==> config.mk <==
export PLATFORM = sky130hd
export DESIGN_NAME = cv32e40p_rf_scrubber
export DESIGN_NICKNAME = d
export VERILOG_FILES = /design/src/rtl/cv32e40p_rf_scrubber.sv
export SDC_FILE = /design/constraint.sdc
export NUM_CORES = 1
export LEC_CHECK = 0
export ABC_CLOCK_PERIOD_IN_PS = 3400
export BUFFER_PORTS_ARGS = -buffer_cell sky130_fd_sc_hd__buf_4
export CAP_MARGIN = 20
export CORE_MARGIN = 5
export CORE_UTILIZATION = 53
export CTS_CLUSTER_DIAMETER = 120
export DETAILED_ROUTE_END_ITERATION = 8
export HOLD_SLACK_MARGIN = 0.08
export PLACE_DENSITY = 0.82
export SYNTH_ARGS = -nofsm -noshare
export SYNTH_HDL_FRONTEND = slang
export SYNTH_SLANG_ARGS = --single-unit
==> constraint.sdc <==
create_clock -name clk -period 3.4 [get_ports clk]
set_input_delay 0.68 -clock clk [delete_from_list [all_inputs] [get_ports clk]]
set_output_delay 0.68 -clock clk [all_outputs]
set_load 0.01 [all_outputs]
==> src/rtl/cv32e40p_rf_scrubber.sv <==
// Background parity scrubber for the parity-protected register file.
// Define CV32E40P_RF_SCRUB_FP_EN to extend the sweep over the FP bank (0..63).
module cv32e40p_rf_scrubber #(
    parameter int unsigned SCRUB_INTERVAL = 64,
    parameter int unsigned DATA_WIDTH     = 32,
    parameter int unsigned CNT_WIDTH      = 8
) (
    input  logic                  clk,
    input  logic                  rst_n,
    input  logic                  scrub_en_i,
    output logic                  scrub_req_o,
    input  logic                  scrub_gnt_i,
    output logic [5:0]            raddr_o,
    input  logic [DATA_WIDTH:0]   rdata_i,
    output logic                  err_valid_o,
    output logic [5:0]            err_addr_o,
    input  logic                  err_ack_i,
    output logic [CNT_WIDTH-1:0]  err_cnt_o,
    output logic                  sweep_done_o
);

    localparam logic [1:0] ST_IDLE   = 2'd0;
    localparam logic [1:0] ST_WAIT   = 2'd1;
    localparam logic [1:0] ST_REQ    = 2'd2;
    localparam logic [1:0] ST_REPORT = 2'd3;

`ifdef CV32E40P_RF_SCRUB_FP_EN
    localparam int unsigned AW = 6;
`else
    localparam int unsigned AW = 5;
`endif
    localparam logic [AW-1:0] LAST_ADDR = '1;

    localparam int unsigned IW = $clog2(SCRUB_INTERVAL + 1);
    localparam logic [IW-1:0] INTERVAL_C = IW'(SCRUB_INTERVAL);
    localparam logic [CNT_WIDTH-1:0] CNT_MAX = '1;

    // Stored parity (bit 0) must equal the XOR of the data bits.
    function automatic logic parity_ok(input logic [DATA_WIDTH:0] word);
        return word[0] == (^word[DATA_WIDTH:1]);
    endfunction

    logic [1:0]           r_state;
    logic [IW-1:0]        r_icnt;
    logic [AW-1:0]        r_addr;
    logic                 r_req;
    logic                 r_err_valid;
    logic [5:0]           r_err_addr;
    logic [CNT_WIDTH-1:0] r_err_cnt;
    logic                 r_done;

    logic [1:0]           w_state_nxt;
    logic                 w_resolve;
    logic                 w_bad;
    logic [AW-1:0]        w_addr_nxt;
    logic [5:0]           w_raddr;

`ifdef CV32E40P_RF_SCRUB_FP_EN
    assign w_raddr = r_addr;
`else
    assign w_raddr = {1'b0, r_addr};
`endif

    assign w_addr_nxt = (r_addr == LAST_ADDR) ? '0 : r_addr + AW'(1);

    // Next-state decode; a grant in the cycle scrubbing is disabled is dropped.
    always_comb begin
        w_state_nxt = r_state;
        w_resolve   = 1'b0;
        w_bad       = 1'b0;
        case (r_state)
            ST_IDLE: begin
                if (scrub_en_i) begin
                    w_state_nxt = ST_WAIT;
                end else begin
                    w_state_nxt = ST_IDLE;
                end
            end
            ST_WAIT: begin
                if (!scrub_en_i) begin
                    w_state_nxt = ST_IDLE;
                end else if (r_icnt == IW'(1)) begin
                    w_state_nxt = ST_REQ;
                end else begin
                    w_state_nxt = ST_WAIT;
                end
            end
            ST_REQ: begin
                if (!scrub_en_i) begin
                    w_state_nxt = ST_IDLE;
                end else if (scrub_gnt_i) begin
                    if (parity_ok(rdata_i)) begin
                        w_resolve   = 1'b1;
                        w_state_nxt = ST_WAIT;
                    end else begin
                        w_bad       = 1'b1;
                        w_state_nxt = ST_REPORT;
                    end
                end else begin
                    w_state_nxt = ST_REQ;
                end
            end
            ST_REPORT: begin
                if (err_ack_i) begin
                    w_resolve   = 1'b1;
                    w_state_nxt = scrub_en_i ? ST_WAIT : ST_IDLE;
                end else begin
                    w_state_nxt = ST_REPORT;
                end
            end
            default: begin
                w_state_nxt = ST_IDLE;
            end
        endcase
    end

    // State, interval counter, sweep address and registered outputs.
    always_ff @(posedge clk or negedge rst_n) begin
        if (!rst_n) begin
            r_state     <= ST_IDLE;
            r_icnt      <= '0;
            r_addr      <= '0;
            r_req       <= 1'b0;
            r_err_valid <= 1'b0;
            r_err_addr  <= 6'd0;
            r_err_cnt   <= '0;
            r_done      <= 1'b0;
        end else begin
            r_state <= w_state_nxt;
            if (w_state_nxt == ST_WAIT && r_state != ST_WAIT) begin
                r_icnt <= INTERVAL_C;
            end else if (r_state == ST_WAIT && r_icnt != '0) begin
                r_icnt <= r_icnt - IW'(1);
            end else begin
                r_icnt <= r_icnt;
            end
            if (w_resolve) begin
                r_addr <= w_addr_nxt;
            end else begin
                r_addr <= r_addr;
            end
            if (w_bad) begin
                r_err_addr <= w_raddr;
                r_err_cnt  <= (r_err_cnt == CNT_MAX) ? r_err_cnt : r_err_cnt + CNT_WIDTH'(1);
            end else begin
                r_err_addr <= r_err_addr;
                r_err_cnt  <= r_err_cnt;
            end
            r_req       <= (w_state_nxt == ST_REQ);
            r_err_valid <= (w_state_nxt == ST_REPORT);
            r_done      <= w_resolve && (r_addr == LAST_ADDR);
        end
    end

    assign scrub_req_o  = r_req;
    assign raddr_o      = w_raddr;
    assign err_valid_o  = r_err_valid;
    assign err_addr_o   = r_err_addr;
    assign err_cnt_o    = r_err_cnt;
    assign sweep_done_o = r_done;

endmodule

==> qor.yml, run 1 <==
run_status:
  status: "completed"
routing:
  drc: 0
  ant_nets: 0
  first_pass_iters: 4
  drt_iter0_drc: 21
  finalWirelength_microns: 3730
  routed_via_density: 5.08
  vias: 1391
  wl_per_cell_microns: 13.6
global_routing:
  grt_pass1_wl_microns: 5780
  grt_use_total_pct: 17.2
  grt_pass1_vias: 1356
  grt_max_degree: 31
  antenna_found_initial: 0
  grt-ovfl-total: 0
synthesis:
  synth-seq-area-share_pct: 42.6
  syn_area_sq_um: 1760
  yosys.cell_types.count: 39
  ys_warn_count: 0
  synth_flop_cell: "dfrtp_1"
  synth_cells: 163
  ys_ff_latch: 30
  avgSynthCellArea_sq_um: 10.8
  synth_edf_count: 0
  async_reset_ff_share_pct: 100
clock_tree:
  cts_root_buf: "clkbuf_4"
  ctsLongestPathBuffers: 2
  hold_buffers: 0
  clk_latency_ns: 0.33
  post-cts-setup-buffers: 0
  cts_sinks: 30
  clkTransAtPathRegs_ns: 0.09
  h-tree-depth: 2
  cts_tree: "done"
  cts_resized: 0
  cts_buffers: 5
worst_setup_path:
  crit_required_ns: 3.61
  critPathMostFrequentCell: "xnor2_1"
  crit_chain: "buf_4 > xnor2_1 > xnor2_1 > xnor2_1 > xnor3_2 > xor2_1 > nor2_4 > mux2_2"
  max_stage_delay_ns: 0.54
  endpoint_kind: "flop"
  crit_fanout: 5
  critical_path_class: "primary input to flop"
  reg2reg_from: "r_state[0]"
  r2r_slack_ns: 1.33
  startpoint: "rdata_i[2]"
  startpoint_type: "primary input"
  critPathArrivalTime_ns: 2.59
  slowest_stage: "xnor3_2"
floorplan:
  rows: 21
  fp.dieW_microns: 67.6
  die_h_microns: 67.6
  io_pins: 61
  coreArea_sq_um: 3280
  dieArea_sq_um: 4570
  start_util_pct: 53.6
pwr:
  finalPower_w: 0.00108
  powerDensity_nw_per_um2: 470
  cellLeakagePower_nw: 1.15
  ir_drop_mv: 0.302
timing:
  max_freq_mhz: 420
  fin_skew_ns: 0.0101
  finalMaxSlewViolations: 0
  finalCritPeriodShare_pct: 70.0
  hold_slack_ns: 0.250
  setup_viol: 0
  fin_ws_ns: 1.02
  rsz0062_at_grt: "no"
  hold_viol: 0
  totalNegativeSetupSlack_ns: 0
  finalCriticalPeriod_ns: 2.38
layout:
  insertedDiodeCount: 0
  syn_to_final_growth_pct: 30.8
  stdcell_count: 274
  nets: 270
  drive_gt1_share_pct: 34.6
  fill_cells: 276
place:
  gp_congestion: 0.723
  place_ws_ns: 0.649
  place.port_buffers: 58
  placed_cells: 266
  hpwl_microns: 2870
worst_hold_path:
  holdCritPathClass: "primary input to asynchronous set/reset pin"
run:
  cap_violations: 0
-- final timing paths --
path,depth (start not counted),endpoint
setup / recovery,8,err_addr_o[4]
hold / removal,1,err_cnt_o[4]
setup reg to reg,6,err_cnt_o[1]
hold reg to reg,1,err_cnt_o[7]
max in group asynchronous,1,r_icnt[2]
min in group clk,1,err_cnt_o[7]
-- per-layer routing --
metal	track usage (%)	share of wire, %	vias to the layer above
li1	-	-	677
met1	19.7	40	659
met2	27.5	47	47
met3	5.99	10	8
met4	10.1	2.1	0
met5	0	0	-
-- layout by cell type, fill, tap and decap left out, types with 2 or more instances in the layout --
master	count
buf_4	58
a21oi_1	2
o21a_1	2
mux2_1	3
dfrtp_1	30
inv_1	7
nand2b_1	2
conb_1	2
and3_1	6
clkbuf_4	5
nand3_1	5
xor2_1	5
nor2_1	16
nand2_1	6
o21ai_0	4
ha_1	5
mux2_2	6
xnor2_1	36
nand4_1	4
-- synth_stat cells, drive strengths merged (2+ instances only) --
| cell type | number | area share [%] |
|---|---|---|
| xnor2 | 36 | 18 |
| dfrtp | 30 | 43 |
| nor2 | 17 | 4.1 |
| mux2 | 9 | 5.8 |
| inv | 7 | 1.5 |
| nand2 | 7 | 1.6 |
| and3 | 6 | 2.1 |
| ha | 5 | 3.6 |
| nand3 | 5 | 1.4 |
| xor2 | 5 | 2.5 |
| nand4 | 4 | 1.4 |
| o21ai | 4 | 1.1 |
| a211oi | 2 | 1.1 |
| a21oi | 2 | 0.57 |
| buf | 2 | 0.85 |
| mux2i | 2 | 2.1 |
| nand2b | 2 | 0.71 |
| o21a | 2 | 0.85 |
| xnor3 | 2 | 2.6 |
-- cell type report --
class	count	area [sq um]	area share [%]
inverters	7	26.3	1.14
well taps	46	57.6	2.50
clock buffers	7	55.1	2.39
flip-flops and latches	30	751	32.6
multi-input cells	125	972	42.2
repair buffers	58	435	18.9
clock inverters	1	5.00	0.217
-- critical path: cells and delay by family --
family                    cells  cell delay (ns)
muxes                         1             0.36
and+or+nand+nor               1             0.21
buffers and inverters         1             0.11
xor gates and xnor gates      5             1.23
-- per-stage QoR --
step / utilization [%] / cell area [sq um]
6_report: 70.1 / 2300
5_1_grt: 70.1 / 2300
4_1_cts: 70.1 / 2300
3_5_place_dp: 68.3 / 2240
3_3_place_gp: 68.3 / 2240
2_1_floorplan: - / 1760
-- registers in the layout, indices dropped and copies added (netlist names) --
signal / flops
scrub_req_o: 1
err_valid_o: 1
r_icnt: 7
err_addr_o: 5
r_addr: 5
err_cnt_o: 8
r_state: 2
sweep_done_o: 1
-- kinds of logic after synthesis --
family | count (synthesis) | synth area share [%]
xor gates and xnor gates | 43 | 23.0
AOI/OAI and AO/OA | 17 | 6.68
adders and majority gates | 5 | 3.55
muxes | 11 | 7.82
other | 1 | 0.213
and+or+nand+nor | 47 | 13.7
buffers and inverters | 9 | 2.35
DFF | 30 | 42.6
-- report_power, final --
part           switching, W  leakage [nW]  internal (W)
registers         0.0000419         0.401      0.000401
logic              0.000204         0.709      0.000217
clock network      0.000116        0.0353      0.000100
total              0.000363          1.15      0.000719
(Power assumes the default switching activity.)
==> run 2: changes to the inputs <==
Settings changed: ABC_CLOCK_PERIOD_IN_PS 3400 to 2300, CORE_UTILIZATION 53 to 50, PLACE_DENSITY 0.82 to 0.78.
Clock period 3.4 ns to 2.3 ns, I/O delays scaled along.
==> run 2 against run 1 <==
Cell count grew 0.73%. Sequential share of layout area fell by 0.33 points. Sequential cell count unchanged. Clock skew fell by 0.0021 ns. Critical endpoint is now err_addr_o[0]. Largest cell class unchanged. Largest power group unchanged.
==> qor.yml, run 2 (same netlist as run 1, synthesis figures left out) <==
routing:
  finalWirelength_microns: 3900  # was 3730 microns
  first_pass_iters: 4  # unchanged
  wl_per_cell_microns: 14.1  # was 13.6 microns
  routed_via_density: 5.14  # was 5.08
  ant_nets: 0  # unchanged
  vias: 1418  # was 1391
  drc: 0  # unchanged
  drt_iter0_drc: 28  # was 21
floorplan:
  coreArea_sq_um: 3360  # was 3280 sq um
  die_h_microns: 69.3  # was 67.6 microns
  fp.dieW_microns: 69.3  # was 67.6 microns
  io_pins: 61  # unchanged
  start_util_pct: 52.3  # was 53.6%
  rows: 21  # unchanged
  dieArea_sq_um: 4810  # was 4570 sq um
worst_hold_path:
  holdCritStartpoint: "err_cnt_o[5]"
  holdCritPathClass: "flop to flop"  # was primary input to asynchronous set/reset pin
timing:
  finalCriticalPeriod_ns: 2.16
  hold_viol: 0  # unchanged
  max_freq_mhz: 463
  setup_viol: 0  # unchanged
  finalMaxSlewViolations: 0  # unchanged
  rsz0062_at_grt: "no"  # unchanged
  fin_skew_ns: 0.00799  # was 0.0101 ns
  finalCritPeriodShare_pct: 93.9
  fin_ws_ns: 0.139  # was 1.02 ns
worst_setup_path:
  r2r_slack_ns: 0.24  # was 1.33 ns
  reg2reg_from: "r_state[0]"  # unchanged
  reg2regPathDepth: 6  # unchanged
  r2r_end: "err_cnt_o[1]"  # unchanged
  critical_path_class: "primary input to flop"  # unchanged
  crit_path_end: "err_addr_o[0]"  # was err_addr_o[4]
  critPathArrivalTime_ns: 2.37  # was 2.59 ns
  startpoint: "rdata_i[11]"  # was rdata_i[2]
  crit_fanout: 5  # unchanged
  endpoint_kind: "flop"  # unchanged
  crit_required_ns: 2.51  # was 3.61 ns
  startpoint_type: "primary input"  # unchanged
clock_tree:
  cts_buffers: 5  # unchanged
  cts_root_buf: "clkbuf_4"  # unchanged
  ctsLongestPathBuffers: 2  # unchanged
  cts_resized: 0  # unchanged
  h-tree-depth: 2  # unchanged
  cts_sinks: 30  # unchanged
  cts_tree: "done"  # unchanged
  clkTransAtPathRegs_ns: 0.09  # about the same
  clk_latency_ns: 0.32  # was 0.33 ns
layout:
  design_area_sq_um: 2330  # was 2300 sq um
  nets: 274  # was 270
  final_cell_mix: "buf_4, xnor2_1, dfrtp_1, nor2_1, inv_1"  # unchanged
  insertedDiodeCount: 0  # unchanged
  stdcell_count: 276  # was 274
  syn_to_final_growth_pct: 32.1  # was 30.8%
  drive_gt1_share_pct: 35.2  # was 34.6%
  utilization_pct: 69.2  # was 70.1%
  fill_cells: 267  # was 276
  largest_reg_flops: 8  # unchanged
  layout_commonest_cell: "buf_4"  # unchanged
global_routing:
  grt_use_total_pct: 17.9  # was 17.2%
  antenna_found_initial: 0  # unchanged
  grt_max_degree: 31  # unchanged
  grt_pass1_wl_microns: 7000  # was 5780 microns
  grt-ovfl-total: 0  # unchanged
  grt_pass1_vias: 1518  # was 1356
pwr:
  ir_drop_mv: 0.544  # was 0.302 mV
  powerDensity_nw_per_um2: 694  # was 470 nW/um^2
  cellLeakagePower_nw: 1.16  # was 1.15 nW
place:
  hpwl_microns: 3120  # was 2870 microns
  gp_congestion: 0.912  # was 0.723
  placed_area_sq_um: 2260  # was 2240 sq um
  place_ws_ns: -0.247  # was 0.649 ns
  place.port_buffers: 58  # unchanged
  placed_cells: 269  # was 266
run_status:
  status: "completed"  # unchanged
run:
  cap_violations: 0  # unchanged
run 2: changes by cell type in the layout (fill, tap and decap cells not counted), sizes merged:
cell         before  now
buf              58   61
dlygate4sd3       0    1
clkbuf            7    6
clkinv            1    0
run 2: worst min path at each step:
stage,end,depth (start not counted)
after CTS,err_cnt_o[5],1
after floorplan,err_addr_o[0],0
final,err_cnt_o[5],1
after detailed placement,r_icnt[0],1
after global placement,err_cnt_o[1],1
after global routing,err_valid_o,3
run 2: repair_timing:
action / 4_1_cts / 5_1_grt
endpoints found under the hold margin: 30 / 0
endpoints found under the setup margin: 0 / 9
hold buffers: 1 / 0
setup buffers: 0 / 0
run 2: layer usage:
layer  vias up  track usage (%)  share of wire [%]
met3         7             7.25                7.0
met1       678             20.2                 40
met4         0             7.38                1.7
met5         -                0                  0
met2        45             30.0                 51
li1        688                -                  -
run 2: critical path, cell delays in order:
cell and delay, ns:
buf_4 0.11, xnor2_1 0.19, xnor2_1 0.16, xnor2_1 0.14, xnor3_2 0.53, xor2_1 0.21, nor2_4 0.21, mux2_2 0.36
run 2: report_power, final:
group	internal (W)	switching, W	total, W
Clock	0.000137	0.000164	0.000301
Sequential	0.000593	0.0000644	0.000658
Combinational	0.000336	0.000318	0.000655
Total	0.00107	0.000546	0.00161
run 2: through the flow:
stage	TNS, ns	hold WS, ns	power (W)
floorplan	0	0.164	0.00113
global placement	-1.33	0.401	0.00128
detailed placement	-3.21	0.403	0.00133
CTS	0	0.508	0.00163
global route	0	0.534	0.00172
finish	0	0.508	0.00161
run 2: area by class of cell:
type	instances	area, sq um	share of cell area, %
Inverter	7	26.3	1.13
Multi-Input combinational cell	125	972	41.8
Timing Repair Buffer	62	468	20.1
Tap cell	46	57.6	2.47
Sequential cell	30	751	32.3
Clock buffer	6	51.3	2.21
